`src/rtl/stim_stream_driver.sv`:
```
// Buffered stimulus streamer: holds DEPTH items of NUM_OPS operands and plays
// them out over valid/ready, in one-shot or looping passes with graceful stop.
module stim_stream_driver #(
  parameter int OP_WIDTH = 8,
  parameter int NUM_OPS  = 2,
  parameter int DEPTH    = 100,
  parameter int AW       = $clog2(DEPTH),
  parameter int CNT_W    = 32
) (
  input  logic                         clk_i,
  input  logic                         reset_ni,
  input  logic                         wr_en_i,
  input  logic [AW-1:0]                wr_addr_i,
  input  logic [OP_WIDTH*NUM_OPS-1:0]  wr_data_i,
  input  logic [AW:0]                  count_i,
  input  logic                         loop_i,
  input  logic                         start_i,
  input  logic                         stop_i,
  output logic [OP_WIDTH*NUM_OPS-1:0]  ops_o,
  output logic                         valid_o,
  input  logic                         ready_i,
  output logic                         busy_o,
  output logic                         done_o,
  output logic [CNT_W-1:0]             sent_cnt_o,
  output logic                         wr_err_o
);

  localparam int IW = OP_WIDTH * NUM_OPS;
  localparam logic [AW:0] DEPTH_C = (AW+1)'(DEPTH);

  typedef enum logic {S_IDLE, S_RUN} state_t;

  state_t          state_q;
  logic [AW-1:0]   idx_q;
  logic [AW:0]     cnt_q;
  logic            loop_q;
  logic            stop_pend_q;
  logic [IW-1:0]   mem [DEPTH];

  logic            start_ok;
  logic            addr_ok;
  logic            wr_ok;
  logic            hs;
  logic            last;
  logic            finish;
  logic [AW-1:0]   idx_nxt;

  assign start_ok = (state_q == S_IDLE) && start_i && (count_i != '0) && (count_i <= DEPTH_C);
  assign addr_ok  = {1'b0, wr_addr_i} < DEPTH_C;
  // A start on the same edge closes the write window, so that write is dropped too.
  assign wr_ok    = wr_en_i && (state_q == S_IDLE) && addr_ok && !start_ok;
  assign hs       = (state_q == S_RUN) && valid_o && ready_i;
  assign last     = {1'b0, idx_q} == (cnt_q - (AW+1)'(1));
  assign finish   = stop_pend_q || stop_i || (last && !loop_q);
  assign idx_nxt  = idx_q + AW'(1);

  // Buffer storage carries no reset; contents survive reset_ni.
  always_ff @(posedge clk_i) begin
    if (wr_ok) mem[wr_addr_i] <= wr_data_i;
  end

  always_ff @(posedge clk_i or negedge reset_ni) begin
    if (!reset_ni) begin
      state_q     <= S_IDLE;
      idx_q       <= '0;
      cnt_q       <= '0;
      loop_q      <= 1'b0;
      stop_pend_q <= 1'b0;
      ops_o       <= '0;
      valid_o     <= 1'b0;
      busy_o      <= 1'b0;
      done_o      <= 1'b0;
      sent_cnt_o  <= '0;
      wr_err_o    <= 1'b0;
    end else begin
      done_o <= 1'b0;
      if (wr_en_i && !wr_ok) wr_err_o <= 1'b1;

      if (state_q == S_IDLE) begin
        if (start_ok) begin
          cnt_q       <= count_i;
          loop_q      <= loop_i;
          idx_q       <= '0;
          sent_cnt_o  <= '0;
          stop_pend_q <= 1'b0;
          ops_o       <= mem[0];
          valid_o     <= 1'b1;
          busy_o      <= 1'b1;
          state_q     <= S_RUN;
        end
      end else begin
        if (hs) begin
          sent_cnt_o <= sent_cnt_o + CNT_W'(1);
          if (finish) begin
            state_q     <= S_IDLE;
            valid_o     <= 1'b0;
            busy_o      <= 1'b0;
            done_o      <= 1'b1;
            stop_pend_q <= 1'b0;
          end else if (last) begin
            idx_q <= '0;
            ops_o <= mem[0];
          end else begin
            idx_q <= idx_nxt;
            ops_o <= mem[idx_nxt];
          end
        end else if (stop_i) begin
          stop_pend_q <= 1'b1;
        end
      end
    end
  end

endmodule

```
`config.mk`:
```
export PLATFORM = sky130hd
export DESIGN_NAME = stim_stream_driver
export DESIGN_NICKNAME = d
export VERILOG_FILES = /design/src/rtl/stim_stream_driver.sv
export SDC_FILE = /design/constraint.sdc
export NUM_CORES = 2
export LEC_CHECK = 0
export CAP_MARGIN = 10
export CORE_AREA = 3 3 437 439
export CTS_BUF_LIST = sky130_fd_sc_hd__clkbuf_2
export DETAILED_ROUTE_END_ITERATION = 6
export DIE_AREA = 0 0 440 442
export GPL_ROUTABILITY_DRIVEN = 0
export GPL_TIMING_DRIVEN = 0
export PLACE_DENSITY = 0.51
export SLEW_MARGIN = 30
export SYNTH_ARGS = -nofsm -noshare
export SYNTH_HDL_FRONTEND = slang
export SYNTH_SLANG_ARGS = --single-unit
```
`constraint.sdc`:
```
create_clock -name clk_i -period 3.9 [get_ports clk_i]
set_input_delay 0.78 -clock clk_i [delete_from_list [all_inputs] [get_ports clk_i]]
set_output_delay 0.78 -clock clk_i [all_outputs]
set_load 0.02 [all_outputs]
```
==> run metrics <==
outcome=finished with violations; failing checks=negative setup slack; post-route non-filler standard cell count=6729; Fillers=16863; Final Cycle Share=102%; Power Density=640 nW/µm²; max cap viols=0; Routed WL per cell=29.3 µm; RR Startpoint=idx_q[1]; Synth async-reset ratio=4.13%; CTS sink count=1669; clock-pin slew on the worst setup and hold paths=100 ps; I/O Pins=90; placed insts=5856; commonest non-fill, non-tap cell in the layout=edfxtp_1; CTS tree=yes; vias in the first global route=36626; first-pass GRT wire length=around 280000 µm; Final setup viols=5; CP Launch Point=idx_q[1]; DR vias=36132; leak pwr=about 25 nW; CTS H-tree depth=5; Worst setup EP type=flip-flop; slowest CP cell=nand4_1; Post-synth EDFFs=1600; startpoint types=flip-flop; total congestion overflow=0; Final Total Pwr=0.0497 W; Slew Viols, Final=0; initial antenna violation count=9; Hold Crit Start=wr_data_i[5]; drt total wl=197000 µm; Initial DRT Pass Iterations=5; vias per inst=5.37; latest clock arrival within the worst-skew pair=between 1500 and 2000 ps; Netlist cell types=68; fmax=0.252 GHz; Worst-Margin Slew=1240 ps; Core ar.=188000 µm²; Max FO, Critical Path=10; Syn-to-layout area delta=18.7%; Min Hold Slack=170 ps; Clock Tree Buf Depth=4; number of synthesized register bits=1669; Hold Fails Final Rpt=0; Most used DFF post-synth=edfxtp_1; Die W=440 µm; most frequent cells in the layout=edfxtp_1 (1600), clkbuf_2 (623), mux4_2 (389), nand2_1 (198), clkinv_1 (112); initial DRC count=3668; Post-Syn Nets=approximately 3300; Global Route Usage Sum=20.2%; root cell of the clock tree=clkbuf_2; Post-Syn Instances=3214; Seq/Total Area, Yosys=between 70 and 80%; arrival time worst endpoint=5680 ps; dpl ws=-1360 ps; height of the die=442 µm; post-synth top area share=73.4%; Critical Path, Cell by Cell=ha_4 > buf_4 > xor2_4 > buf_6 > buf_6 > buf_8 > buf_6 > buf_6 > buf_4 > nand3_1 > o2111ai_1 > nand4_1 > a21oi_2 > a2111o_1; design area=77700 µm²; post-layout minimum cycle time=3970 ps; Synth Cell Area=65500 µm²; PnR worst setup slack=-68.2 ps; DP HPWL=129000 µm; largest net degree at the start of global routing=95; Worst VDD drop=approximately 0.40 mV; row count=159; Nets=3952; Area after DPL=between 70000 and 80000 µm²; Worst slew margin=17.2%; Worst Skew=253 ps; Req. time, crit path=~5600 ps; Most common cell on crit path=buf_6; post-synth top area cell=edfxtp_1; mean post-synth cell area=20.4 µm²; largest cells by area after synthesis=edfxtp_1 (73%), mux4_2 (13%), dfrtp_1 (2.6%); input/output buffers=89; share of layout cells above drive strength 1=between 30% and 40%; effective utilization at floorplan=34.9%; DRC viols=0; worst min path class=input port to flip-flop; antenna viol nets, final=0; WS Path Type=flip-flop to flip-flop; full die area=194000 µm²; Ys Warns=0; TritonCTS Buffers=427; Crit path largest cell delay=500 ps
==> synthesized netlist by cell type (14+ instances only) <==
| cell | n |
|---|---|
| or4_1 | 22 |
| mux2_2 | 47 |
| nand3_1 | 86 |
| xnor2_1 | 15 |
| nand4_1 | 36 |
| o2111ai_1 | 22 |
| a21oi_1 | 35 |
| clkbuf_1 | 62 |
| o211ai_1 | 14 |
| dfrtp_1 | 69 |
| mux2i_1 | 40 |
| xor2_1 | 14 |
| o22ai_1 | 44 |
| nand2_1 | 200 |
| nor2b_1 | 18 |
| buf_2 | 82 |
| edfxtp_1 | 1600 |
| o32ai_1 | 21 |
| buf_4 | 26 |
| mux4_2 | 389 |
| o21ai_0 | 27 |
| nor2_1 | 149 |
==> critical path: cells and delay by family, from the launching register on <==
kind	cells	cell delay [ps]
buffers and inverters	7	1540
and+or+nand+nor	2	600
xor gates and xnor gates	1	290
DFF	1	440
AOI/OAI and AO/OA	3	750
adders and majority gates	1	160
==> layer usage <==
layer / GRT usage (%) / vias to the layer above / routed length, µm
li1: - / 15036 / -
met1: 27.3 / 19148 / 82200
met2: 31.9 / 1588 / 94000
met3: 4.49 / 354 / 14500
met4: 7.56 / 6 / 6630
met5: 0 / - / 42
==> cell type report <==
type	count	area (µm²)	share of cell area, %
Buffer	183	1310	1.69
Sequential cell	1669	49800	64.1
Antenna cell	6	15.0	0.0193
Clock inverter	136	627	0.807
Tap cell	2495	3120	4.02
Multi-Input combinational cell	1344	15700	20.2
Inverter	14	52.6	0.0676
Clock buffer	610	3050	3.93
Timing Repair Buffer	272	4020	5.18
==> flip-flops by register name, indices dropped and copies added, names as in the netlist, 7 cells and up <==
register    flops
mem          1600
cnt_q           8
idx_q           7
sent_cnt_o     32
ops_o          16
==> through the flow <==
step / setup TNS, ps / utilization, %
floorplan: 0 / -
global placement: -5645120 / 37.0
detailed placement: -1402580 / 38.3
CTS: 0 / 41.3
global route: -34.8 / 41.4
finish: -147 / 41.4
==> where the power goes <==
part / switching [W] / internal (W) / total, W
clock: 0.00715 / 0.00439 / 0.0115
combinational: 0.0104 / 0.00778 / 0.0182
sequential: 0.000204 / 0.0198 / 0.0200
==> final timing paths <==
path                       cells after the start  slack [ps]        endpoint
max                                           14         -70        ops_o[4]
min                                            3         170      mem[56][5]
max reg2reg                                   14         -70        ops_o[4]
min reg2reg                                    1         460        wr_err_o
max in group asynchronous                      5        2370        ops_o[4]
min in group asynchronous                      4         680  sent_cnt_o[19]
==> cells by family after synthesis <==
kind of cell / Yosys count / share of synthesized area [%]
flops: 1669 / 76.0
buf+inv: 201 / 1.61
fa+ha+maj: 3 / 0.0574
mux: 476 / 14.8
compound gates: 225 / 2.49
simple gates: 608 / 4.52
xor+xnor: 32 / 0.480
==> repair_timing <==
item                                     CTS  global route
buffers inserted                          32            16
resized for setup                        157            22
hold buffers                              77             0
cloned                                     0             0
hold endpoints to repair                1738             0
endpoints found under the setup margin  1189           936
pin swaps                                 31            10
Power figures use the tool's default switching activity.
